`config.mk`:
```
export PLATFORM = sky130hd
export DESIGN_NAME = regfile_wb_arbiter_flat
export DESIGN_NICKNAME = d
export VERILOG_FILES = /design/src/rtl/regfile_wb_arbiter_if.sv /design/src/rtl/regfile_wb_arbiter.sv /design/src/flat_wrapper.sv
export SDC_FILE = /design/constraint.sdc
export NUM_CORES = 1
export LEC_CHECK = 0
export CORE_MARGIN = 1
export CORE_UTILIZATION = 45
export CTS_CLUSTER_DIAMETER = 100
export CTS_CLUSTER_SIZE = 25
export DETAILED_ROUTE_END_ITERATION = 8
export GPL_ROUTABILITY_DRIVEN = 0
export GPL_TIMING_DRIVEN = 0
export PLACE_DENSITY = 0.79
export SLEW_MARGIN = 40
export SYNTH_ARGS = -nofsm -noshare
export SYNTH_HDL_FRONTEND = slang
export SYNTH_SLANG_ARGS = --single-unit
export TNS_END_PERCENT = 30
```
`constraint.sdc`:
```
create_clock -name clk -period 13.1 [get_ports clk]
set_clock_uncertainty 0.05 [all_clocks]
set_input_delay 3.93 -clock clk [delete_from_list [all_inputs] [get_ports clk]]
set_output_delay 3.93 -clock clk [all_outputs]
set_load 0.01 [all_outputs]
```
`src/rtl/regfile_wb_arbiter_if.sv`:
```
// Writeback, issue and hazard signals shared between the register-file writeback arbiter
// and its surroundings: the two writeback sources, decode, and the register file.
interface regfile_wb_arbiter_if #(
    parameter int unsigned XLEN = 32
);
    logic            a_valid;
    logic            a_ready;
    logic [4:0]      a_rd;
    logic [XLEN-1:0] a_data;
    logic            b_valid;
    logic            b_ready;
    logic [4:0]      b_rd;
    logic [XLEN-1:0] b_data;
    logic            issue_valid;
    logic            issue_long;
    logic [4:0]      issue_rd;
    logic [4:0]      chk_rs1;
    logic [4:0]      chk_rs2;
    logic            hazard_stall;
    logic            regwrite;
    logic [4:0]      rd;
    logic [XLEN-1:0] rd_data;

    modport slave (
        input  a_valid, a_rd, a_data, b_valid, b_rd, b_data,
        input  issue_valid, issue_long, issue_rd, chk_rs1, chk_rs2,
        output a_ready, b_ready, hazard_stall, regwrite, rd, rd_data
    );

    modport master (
        output a_valid, a_rd, a_data, b_valid, b_rd, b_data,
        output issue_valid, issue_long, issue_rd, chk_rs1, chk_rs2,
        input  a_ready, b_ready, hazard_stall, regwrite, rd, rd_data
    );
endinterface

```
`src/rtl/regfile_wb_arbiter.sv`:
```
// Two-source register-file writeback arbiter with a starvation-bounded priority, a pending-write
// scoreboard for long-latency results, and a registered commit stage. Optional: RFA_PERF_CNT_EN.
module regfile_wb_arbiter #(
    parameter int unsigned STARVE_LIMIT = 4,
    parameter int unsigned XLEN         = 32
) (
    input logic                 clk,
    input logic                 rst_n,
    regfile_wb_arbiter_if.slave bus
`ifdef RFA_PERF_CNT_EN
    ,
    output logic [31:0]         a_stall_cnt,
    output logic [31:0]         b_stall_cnt
`endif
);

    localparam logic [3:0] Limit = 4'(STARVE_LIMIT);

    logic [3:0]      wait_q, wait_d;
    logic [31:0]     pend_q, pend_d;
    logic            regwrite_q, regwrite_d;
    logic [4:0]      rd_q, rd_d;
    logic [XLEN-1:0] data_q, data_d;
    logic            commit_b_q, commit_b_d;

    logic prio_b, a_ready, b_ready, a_acc, b_acc;
    logic rs1_haz, rs2_haz, waw_haz, hazard, issue_set;

    always_comb begin
        prio_b = (wait_q == Limit);
        if (prio_b) begin
            b_ready = bus.b_valid;
            a_ready = ~bus.b_valid;
        end else begin
            a_ready = 1'b1;
            b_ready = bus.b_valid & ~bus.a_valid;
        end
        a_acc = bus.a_valid & a_ready;
        b_acc = bus.b_valid & b_ready;
    end

    // A B result leaving the scoreboard is still one edge away from the register file.
    always_comb begin
        rs1_haz = (bus.chk_rs1 != 5'd0) &
                  (pend_q[bus.chk_rs1] | (commit_b_q & (rd_q == bus.chk_rs1)));
        rs2_haz = (bus.chk_rs2 != 5'd0) &
                  (pend_q[bus.chk_rs2] | (commit_b_q & (rd_q == bus.chk_rs2)));
        waw_haz = bus.issue_long & pend_q[bus.issue_rd];
        hazard  = rs1_haz | rs2_haz | waw_haz;
        issue_set = bus.issue_valid & bus.issue_long & ~hazard & (bus.issue_rd != 5'd0);
    end

    always_comb begin
        if (!bus.b_valid || b_ready) begin
            wait_d = 4'd0;
        end else if (wait_q != Limit) begin
            wait_d = wait_q + 4'd1;
        end else begin
            wait_d = wait_q;
        end
    end

    // Set is applied after clear so a same-edge reissue of the register keeps it pending.
    always_comb begin
        pend_d = pend_q;
        if (b_acc) begin
            pend_d[bus.b_rd] = 1'b0;
        end
        if (issue_set) begin
            pend_d[bus.issue_rd] = 1'b1;
        end
        pend_d[0] = 1'b0;
    end

    always_comb begin
        regwrite_d = 1'b0;
        commit_b_d = 1'b0;
        rd_d       = rd_q;
        data_d     = data_q;
        if (b_acc) begin
            regwrite_d = (bus.b_rd != 5'd0);
            commit_b_d = 1'b1;
            rd_d       = bus.b_rd;
            data_d     = bus.b_data;
        end else if (a_acc) begin
            regwrite_d = (bus.a_rd != 5'd0);
            rd_d       = bus.a_rd;
            data_d     = bus.a_data;
        end
    end

    always_ff @(posedge clk or negedge rst_n) begin
        if (!rst_n) begin
            wait_q     <= 4'd0;
            pend_q     <= 32'd0;
            regwrite_q <= 1'b0;
            rd_q       <= 5'd0;
            data_q     <= '0;
            commit_b_q <= 1'b0;
        end else begin
            wait_q     <= wait_d;
            pend_q     <= pend_d;
            regwrite_q <= regwrite_d;
            rd_q       <= rd_d;
            data_q     <= data_d;
            commit_b_q <= commit_b_d;
        end
    end

    assign bus.a_ready      = a_ready;
    assign bus.b_ready      = b_ready;
    assign bus.hazard_stall = hazard;
    assign bus.regwrite     = regwrite_q;
    assign bus.rd           = rd_q;
    assign bus.rd_data      = data_q;

`ifdef RFA_PERF_CNT_EN
    logic [31:0] a_cnt_q, b_cnt_q;

    always_ff @(posedge clk or negedge rst_n) begin
        if (!rst_n) begin
            a_cnt_q <= 32'd0;
            b_cnt_q <= 32'd0;
        end else begin
            if (bus.a_valid && !a_ready) a_cnt_q <= a_cnt_q + 32'd1;
            if (bus.b_valid && !b_ready) b_cnt_q <= b_cnt_q + 32'd1;
        end
    end

    assign a_stall_cnt = a_cnt_q;
    assign b_stall_cnt = b_cnt_q;
`endif

endmodule

```
`src/flat_wrapper.sv`:
```
// flat-port wrapper written by rule: the top's interface ports become plain ports
module regfile_wb_arbiter_flat 
#(
    parameter int unsigned STARVE_LIMIT = 4,
    parameter int unsigned XLEN         = 32
)
  (clk, rst_n, bus_a_valid, bus_a_rd, bus_a_data, bus_b_valid, bus_b_rd, bus_b_data, bus_issue_valid, bus_issue_long, bus_issue_rd, bus_chk_rs1, bus_chk_rs2, bus_a_ready, bus_b_ready, bus_hazard_stall, bus_regwrite, bus_rd, bus_rd_data);
  regfile_wb_arbiter_if #(.XLEN(XLEN)) bus_i ();
  input logic clk;
  input logic rst_n;
  input wire logic [$bits(bus_i.a_valid)-1:0] bus_a_valid;
  input wire logic [$bits(bus_i.a_rd)-1:0] bus_a_rd;
  input wire logic [$bits(bus_i.a_data)-1:0] bus_a_data;
  input wire logic [$bits(bus_i.b_valid)-1:0] bus_b_valid;
  input wire logic [$bits(bus_i.b_rd)-1:0] bus_b_rd;
  input wire logic [$bits(bus_i.b_data)-1:0] bus_b_data;
  input wire logic [$bits(bus_i.issue_valid)-1:0] bus_issue_valid;
  input wire logic [$bits(bus_i.issue_long)-1:0] bus_issue_long;
  input wire logic [$bits(bus_i.issue_rd)-1:0] bus_issue_rd;
  input wire logic [$bits(bus_i.chk_rs1)-1:0] bus_chk_rs1;
  input wire logic [$bits(bus_i.chk_rs2)-1:0] bus_chk_rs2;
  output wire logic [$bits(bus_i.a_ready)-1:0] bus_a_ready;
  output wire logic [$bits(bus_i.b_ready)-1:0] bus_b_ready;
  output wire logic [$bits(bus_i.hazard_stall)-1:0] bus_hazard_stall;
  output wire logic [$bits(bus_i.regwrite)-1:0] bus_regwrite;
  output wire logic [$bits(bus_i.rd)-1:0] bus_rd;
  output wire logic [$bits(bus_i.rd_data)-1:0] bus_rd_data;
  assign bus_i.a_valid = bus_a_valid;
  assign bus_i.a_rd = bus_a_rd;
  assign bus_i.a_data = bus_a_data;
  assign bus_i.b_valid = bus_b_valid;
  assign bus_i.b_rd = bus_b_rd;
  assign bus_i.b_data = bus_b_data;
  assign bus_i.issue_valid = bus_issue_valid;
  assign bus_i.issue_long = bus_issue_long;
  assign bus_i.issue_rd = bus_issue_rd;
  assign bus_i.chk_rs1 = bus_chk_rs1;
  assign bus_i.chk_rs2 = bus_chk_rs2;
  assign bus_a_ready = bus_i.a_ready;
  assign bus_b_ready = bus_i.b_ready;
  assign bus_hazard_stall = bus_i.hazard_stall;
  assign bus_regwrite = bus_i.regwrite;
  assign bus_rd = bus_i.rd;
  assign bus_rd_data = bus_i.rd_data;
  regfile_wb_arbiter #(.STARVE_LIMIT(STARVE_LIMIT), .XLEN(XLEN)) u_core (.clk(clk), .rst_n(rst_n), .bus(bus_i));
endmodule
```
Word level (Yosys, flattened, before mapping)
Index checks and enable logic that the tools add are counted.

operators by class
  mux-type cells = 23
  reduce and logical (&&, ||, !) cells = 11
  magnitude comparators = 6
  add/sub/neg operators = 1
  bitwise gates (word level) = 21
  equal/unequal tests = 4

operators by type and width
  cell                   count
  $mux W32               4
  $and A32 B32 Y32       1
  $not A32 Y32           1
  $or A32 B32 Y32        1
  $reduce_bool A5 Y1     5
  $lt A5 B6 Y1 const B   4
  $bmux W1 S5            3
  $and A1 B1 Y1          11
  $demux W1 S5           2
  $eq A5 B5 Y1           2
  $ge A5 B1 Y1 const B   2
  $mux W1                10
  $mux W5                2
  $mux W4                2
  $add A4 B1 Y4 const B  1
  $eq A4 B3 Y1 const B   1
  $ne A4 B3 Y1 const B   1
  $or A1 B1 Y1           4
  $reduce_bool A2 Y1     2
  $not A1 Y1             3
  $logic_and A1 B1 Y1    2
  $logic_not A1 Y1       1
  $logic_or A1 B1 Y1     1

word-level totals
  input bits = 95
  logic and storage cells = 72
  bits in registers = 74
  output and inout bits = 41

Logic depth before layout (Yosys ltp)
Gate-level depths: netlist (run 1).

  depth after elaboration = 10
  mapped depth = 10

Least setup slack after synthesis (run 1)
No wires, ideal clock.

  path kind = input to output
  start = input port bus_chk_rs2[3]
  end = output port bus_hazard_stall
  path slack = 3.483 ns
  stages on the path = 8
  required time = 9.120 ns
  arrival = 5.637 ns
  cells stage by stage = clkbuf_1 xor2_1 nor4_1 a31oi_1 o221a_1 a41oi_2 buf_2 nand4b_1

on the way
  cells in the longest elaborated chain, start to end = 6
  elaborated cells between the ends (all ways) = 9
  classes of those cells = eq/ne (1); mux (2); bitwise (5); reduce/logical (1)

ends and longest elaborated chain
  what                                                                   RTL line                  RTL
  start, declared                                                        flat_wrapper.sv:21        input wire logic [$bits(bus_i.chk_rs2)-1:0] bus_chk_rs2;
  $bmux W1 S5 / $eq A5 B5 Y1 (equally long branches)                     regfile_wb_arbiter.sv:47  (pend_q[bus.chk_rs2] | (commit_b_q & (rd_q == bus.chk_rs2)));
  $mux W1 (not written as such) / $and A1 B1 Y1 (equally long branches)  regfile_wb_arbiter.sv:47
  $or A1 B1 Y1                                                           regfile_wb_arbiter.sv:47
  $and A1 B1 Y1 *                                                        regfile_wb_arbiter.sv:46  rs2_haz = (bus.chk_rs2 != 5'd0) &
  $or A1 B1 Y1 * (2 in series)                                           regfile_wb_arbiter.sv:49  hazard = rs1_haz | rs2_haz | waw_haz;
  end, declared                                                          flat_wrapper.sv:24        output wire logic [$bits(bus_i.hazard_stall)-1:0] bus_hazard_stall;

Every way passes the cells marked *; elsewhere a longest branch is shown, timed or not. The select of a mux whose other input is x is not followed.

Worst setup path in the final report (run 1)
  start = input port bus_chk_rs2[2]
  end = output port bus_hazard_stall

The elaborated chain is that of the path after synthesis.

==> results of run 1 <==
worst paths after layout:
path | slack, ns | start | endpoint | depth (start not counted)
max | 2.13 | bus_chk_rs2[2] | bus_hazard_stall | 9
min | 0.44 | u_core.wait_q[0]$_DFFE_PN0P_ | u_core.wait_q[0]$_DFFE_PN0P_ | 1
max reg2reg | 10.44 | u_core.wait_q[0]$_DFFE_PN0P_ | u_core.pend_q[4]$_DFF_PN0_ | 10
min reg2reg | 0.44 | u_core.wait_q[0]$_DFFE_PN0P_ | u_core.wait_q[0]$_DFFE_PN0P_ | 1
max in group asynchronous | 9.07 | rst_n | u_core.pend_q[9]$_DFF_PN0_ | 2
min in group asynchronous | 3.40 | rst_n | u_core.bus.rd_data[17]$_DFFE_PN0P_ | 1
synthesized netlist by cell type, drive strengths merged (4+ instances only):
cell	count	share of area, %
buf	15	2.5
dfrtp	74	38
nand4b	5	0.91
or3	4	0.52
a31oi	41	5.3
xor2	9	1.6
nand2	95	7.4
mux2i	19	3.9
nor2b	8	1.0
o21ai	31	3.2
o31ai	5	1.3
mux4	7	3.3
nand3	13	1.3
and2	4	0.52
mux2	12	2.9
inv	9	0.70
nand2b	8	1.0
nor2	49	3.8
clkbuf	29	2.3
o41ai	29	9.2
cells in the final DEF, fill, tap and decap left out, types with 8 or more instances in the layout:
cell,netlist,routed
clkdlybuf4s50_1,0,124
nand2_1,95,95
dfrtp_1,74,74
nor2_1,49,49
a31oi_1,41,41
o21ai_0,30,30
clkbuf_1,29,29
o41ai_2,25,25
mux2i_1,19,19
nand3_1,13,13
clkbuf_8,0,11
xor2_1,9,9
mux2_1,9,9
inv_1,8,8
nor2b_1,8,8
buf_6,7,8
nand2b_1,8,8
kinds of logic (layout without fill, tap and decap cells):
group	Yosys count	count (layout)	share of synthesized area (%)
AND/OR/NAND/NOR	203	203	19.5
buffers and inverters	53	195	5.44
adder cells (fa/ha/maj)	2	2	0.518
AO/OA/AOI/OAI	131	131	23.9
multiplexers	38	38	10.1
XOR/XNOR	12	12	2.18
flip-flops	74	74	38.4
metal layers:
layer | up-vias | wire length (um) | GRT usage (%)
met4 | 0 | 438 | 13.4
met3 | 40 | 1580 | 6.86
met5 | - | 0 | 0
met1 | 2295 | 5920 | 34.9
met2 | 293 | 7210 | 46.2
li1 | 2148 | - | -
final cells by class:
| type | instances | share of cell area (%) |
|---|---|---|
| Timing Repair Buffer | 126 | 19.5 |
| Inverter | 9 | 0.518 |
| Clock buffer | 11 | 2.32 |
| Multi-Input combinational cell | 386 | 41.6 |
| Tap cell | 136 | 2.61 |
| Buffer | 44 | 3.51 |
| Sequential cell | 74 | 28.4 |
| Clock inverter | 5 | 1.54 |
registers in the layout, indices dropped and copies added, names as in the netlist:
| register | count |
|---|---|
| u_core.pend_q | 31 |
| u_core.bus.regwrite | 1 |
| u_core.bus.rd_data | 32 |
| u_core.wait_q | 4 |
| u_core.commit_b_q | 1 |
| u_core.bus.rd | 5 |
stage by stage:
step	worst slack [ns]	area, sq um
finish	2.13	6520
global route	2.02	6520
CTS	2.15	6520
detailed placement	2.16	6270
global placement	2.28	6250
floorplan	3.48	4830
power breakdown:
part | total (W) | internal [W] | switching (W)
registers | 0.000288 | 0.000257 | 0.0000317
logic | 0.000198 | 0.000103 | 0.0000950
clock network | 0.000222 | 0.000136 | 0.0000858
==> metrics.txt, run 1 <==
die area 11,100 sq um; CTS resizes 0; largest net degree at the start of global routing 44; Gate Count Post-Synth 513; row cnt 37; Final Core Density 62.9%; share of cells above drive strength 1 12.4%; global-route wire length before repair 24,600 um; Worst path max stage delay 0.54 ns; final net count 747; Non-Filler Instances 791; Crit. End Element output port; Slew @ Worst Pin 0.692 ns; Final period util 83.7%; CTS Sinks 74; Power, Total 0.000708 W; # setup viols final 0; final hold vios 0; crit-path max FO 10; initial antenna violation count 0; hold_ws 0.444 ns; Iter 0 DRT Violations 372; crit start category input pin; Setup TNS Final 0 ns; Synth warnings 0; CTS tree built; Final Max Slew Viols 0; Die Y 106 um; unrepaired setup endpoints after global routing false; Placed Instances 775; status completed; starting density of the core 46.5%; Clock transition at path regs 0.07 ns; PwrDens 109 nW/um^2; routed vias 4,776; CTS Buf Count 9; I/O pin cnt 136; Fmax 91.2 MHz; GRT Util Overall 28.2%; cts hold-fix bufs 0; CP Cell Sequence clkdlybuf4s50_1 -> clkbuf_1 -> a221oi_1 -> a311o_1 -> o221a_1 -> a41oi_2 -> buf_2 -> nand4b_1 -> clkdlybuf4s50_1; leakage 2.70 nW; Mean Syn Cell Area 9.41 sq um; flops & latches, synth 74; Detailed Route WL 15,200 um; Post-synth EDFFs 0; vias in the first global route 4,904; Primary FF master, synth dfrtp_1; synthesis-to-layout area growth 35.1%; # port buffers 125; CP max stage cell clkdlybuf4s50_1; Critical Path AT 6.99 ns; Max clock buf depth 2; VDD IR max 77.9 uV; DRC errors left 0; most frequent CP cell clkdlybuf4s50_1; max-cap check violation count 0; post-synthesis sequential area ratio 38.4%; number of distinct library cells after synthesis 60; Hold WC Path Type reg2reg; multi-input combinational cell area 2710 sq um; # diodes 0; routed length per instance 19.2 um; fraction of registers with async set/reset 100%; fill count 887; Antenna Nets Post-Route 0; Crit path required time 9.12 ns; Worst-Skew Late Latency 0.35 ns; Slew HR 53.9%; clk root buf clkbuf_8; syn_nets 610; Crit Path Class in2out; core region area 10,400 sq um; grt ovf 0; htree depth 3; minimum clock period 10.97 ns; Initial DRT Pass Iterations 5; Storage cell area 1850 sq um; Top Family by Delay on Critical Path buffers and inverters; Detail Placement HPWL 11,600 um; Mapped Area 4830 sq um; WP buf/inv 4; total setup buffers inserted after CTS 0; Die W 106 um; Via density 6.04
Power figures use the tool's default switching activity.
==> run 2, diff against run 1 <==
==> constraint.sdc (replaced) <==
create_clock -name clk -period 10.48 [get_ports clk]
set_clock_uncertainty 0.05 [all_clocks]
set_input_delay 3.144 -clock clk [delete_from_list [all_inputs] [get_ports clk]]
set_output_delay 3.144 -clock clk [all_outputs]
set_load 0.01 [all_outputs]
==> results of run 2 <==
Same layout as run 1 (identical final DEF). Status: completed.
Main changes from that run: setup slack after placement 2.16 ns -> 1.12 ns; setup slack after layout 2.13 ns -> 1.08 ns; register-to-register setup slack 10.44 ns -> 7.82 ns; total power 0.000708 W -> 0.000885 W; worst IR drop on VDD 77.9 uV -> 97.4 uV
==> run 3, diff against run 2 <==
--- a/config.mk
+++ b/config.mk
@@ -6,13 +6,13 @@
 export NUM_CORES = 1
 export LEC_CHECK = 0
 export CORE_MARGIN = 1
-export CORE_UTILIZATION = 45
+export CORE_UTILIZATION = 40
 export CTS_CLUSTER_DIAMETER = 100
 export CTS_CLUSTER_SIZE = 25
 export DETAILED_ROUTE_END_ITERATION = 8
 export GPL_ROUTABILITY_DRIVEN = 0
 export GPL_TIMING_DRIVEN = 0
-export PLACE_DENSITY = 0.79
+export PLACE_DENSITY = 0.72
 export SLEW_MARGIN = 40
 export SYNTH_ARGS = -nofsm -noshare
 export SYNTH_HDL_FRONTEND = slang
==> run 3 against run 2 <==
The flow now finishes with violations (DRC); first-iteration DRC count fell by 7.0%; flip-flop and latch count did not move; global-route usage is 3.1 points lower; maximum frequency rose by 0.27%; cell count is 0.88% higher; hold slack gained 0.012 ns; critical path type unchanged; largest cell class unchanged; largest power group unchanged; highest routed layer unchanged.
==> metrics.txt, run 3 (synthesized netlist as in run 1, its figures left out) <==
Worst path max stage delay 0.54 ns (about the same); Hold WC Path Type reg2reg; Die Y 112 um (+6.0%); commonest non-fill, non-tap cell in the layout clkdlybuf4s50_1; crit start category input pin; CTS resizes 0 (unchanged); CP Cell Sequence clkdlybuf4s50_1 -> clkbuf_1 -> a221oi_1 -> a311o_1 -> o221a_1 -> a41oi_2 -> buf_2 -> nand4b_1 -> clkdlybuf4s50_1; core region area 11,600 sq um (+12%); GRT Util Overall 25.1% (-3.1 points); fill count 1,006 (+13%); Slew @ Worst Pin 0.700 ns (+0.00750 ns); status complete, but fails checks; Top Family by Delay on Critical Path buffers and inverters; Placed Instances 782 (+0.90%); htree depth 3 (unchanged); max FFs per register 32 (unchanged); Antenna Nets Post-Route 0 (unchanged); final net count 747 (unchanged); minimum clock period 9.37 ns; cts hold-fix bufs 0 (unchanged); share of cells above drive strength 1 12.4% (unchanged); Via density 5.94 (-1.7%); Crit. End Element output port; flop2flop setup slack 7.92 ns; # port buffers 125 (unchanged); Max clock buf depth 2 (unchanged); initial antenna violation count 0 (unchanged); commonest non-fill, non-tap cells in the layout clkdlybuf4s50_1, nand2_1, dfrtp_1, nor2_1, a31oi_1; violated checks DRC; CTS Sinks 74 (unchanged); die area 12,500 sq um (+12%); Final period util 89.4%; vias in the first global route 4,852 (-1.1%); WP buf/inv 4 (unchanged); final hold vios 0 (unchanged); clk root buf clkbuf_16; largest net degree at the start of global routing 53 (+20%); Design Area, Final 6610 sq um (+1.4%); # setup viols final 0 (unchanged); Worst-Skew Late Latency 0.33 ns (-0.02 ns); most frequent CP cell clkdlybuf4s50_1; synthesis-to-layout area growth 37.0%; total setup buffers inserted after CTS 0 (unchanged); multi-input combinational cell area 2710 sq um (unchanged); grt ovf 0 (unchanged); hold_ws 0.456 ns (+0.0122 ns); Die W 112 um (+6.0%); DRC errors left 6 (+6); # diodes 0 (unchanged); CTS Buf Count 9 (unchanged); CTS tree built; row cnt 39 (+5.4%); Fmax 107 MHz; Non-Filler Instances 798 (+0.88%); leakage 2.73 nW (+1.1%); global-route wire length before repair 24,600 um (-0.11%); CP max stage cell clkdlybuf4s50_1; Detailed Route WL 15,400 um (+1.9%); starting density of the core 41.7% (-4.8 points); Slew HR 53.4% (-0.50 points); Setup TNS Final 0 ns (unchanged); routed length per instance 19.3 um (+0.97%); I/O pin cnt 136 (unchanged); Detail Placement HPWL 11,700 um (+1.2%); PwrDens 143 nW/um^2; Storage cell area 1850 sq um (unchanged); max-cap check violation count 0 (unchanged); routed vias 4,738 (-0.80%); unrepaired setup endpoints after global routing false; Crit Path Class in2out; VDD IR max 86.4 uV; Final Max Slew Viols 0 (unchanged); Crit path required time 7.29 ns; crit-path max FO 10 (unchanged); Iter 0 DRT Violations 346 (-7.0%); Initial DRT Pass Iterations 7 (+2); placed inst area 6280 sq um (+0.26%); Final Core Density 57.2% (-5.7 points); Critical Path AT 6.18 ns; Clock transition at path regs 0.06 ns (about the same)
run 3: cell types whose count changed in the layout (fill, tap and decap cells not counted):
cell and change:
clkinvlp_4 +2, buf_16 +1, inv_6 +1, bufinv_16 -1, clkinv_2 -1, clkbuf_16 +9, clkbuf_8 -10, buf_12 -1
run 3: per-stage QoR:
stage               total power, W  setup slack, ns
finish                    0.000946             1.11
global route              0.000981            0.973
CTS                       0.000946             1.15
detailed placement        0.000609             1.16
global placement          0.000601             1.20
floorplan                 0.000487             2.43
run 3: path summary, 6_finish.rpt:
check                                                   from                            endpoint  cells past startpoint
worst max-delay path                          bus_chk_rs2[2]                    bus_hazard_stall                      9
worst min-delay path            u_core.wait_q[0]$_DFFE_PN0P_        u_core.wait_q[0]$_DFFE_PN0P_                      1
worst max register to register  u_core.bus.rd[3]$_DFFE_PN0P_         u_core.pend_q[26]$_DFF_PN0_                      7
worst min register to register  u_core.wait_q[0]$_DFFE_PN0P_        u_core.wait_q[0]$_DFFE_PN0P_                      1
max in group asynchronous                              rst_n          u_core.pend_q[9]$_DFF_PN0_                      2
min in group asynchronous                              rst_n  u_core.bus.rd_data[11]$_DFFE_PN0P_                      1
run 3: worst register-to-register path: stages, from the launching register on:
cell,delay (ns)
dfrtp_1,0.45
xor2_1,0.19
nor4_1,0.42
a31oi_1,0.15
o221a_1,0.27
a41oi_2,0.34
buf_2,0.41
o41ai_2,0.15
run 3: layer usage:
metal / share of wire [%] / track usage (%) / vias to the layer above
li1: - / - / 2155
met1: 41 / 31.8 / 2302
met2: 47 / 41.0 / 249
met3: 9.4 / 6.86 / 32
met4: 2.4 / 9.37 / 0
met5: 0 / 0 / -
run 3: power breakdown:
part	switching, W	total, W	internal, W
logic	0.000119	0.000247	0.000129
clock network	0.000122	0.000337	0.000215
registers	0.0000407	0.000362	0.000321
run 3: cell type report:
type,count,area share (%)
sequential,74,28.0
clock buffer,10,3.61
multi-input combinational,386,41.0
timing repair buffer,126,19.4
tap,143,2.71
buffer,44,3.46
inverter,9,0.511
clock inverter,6,1.34
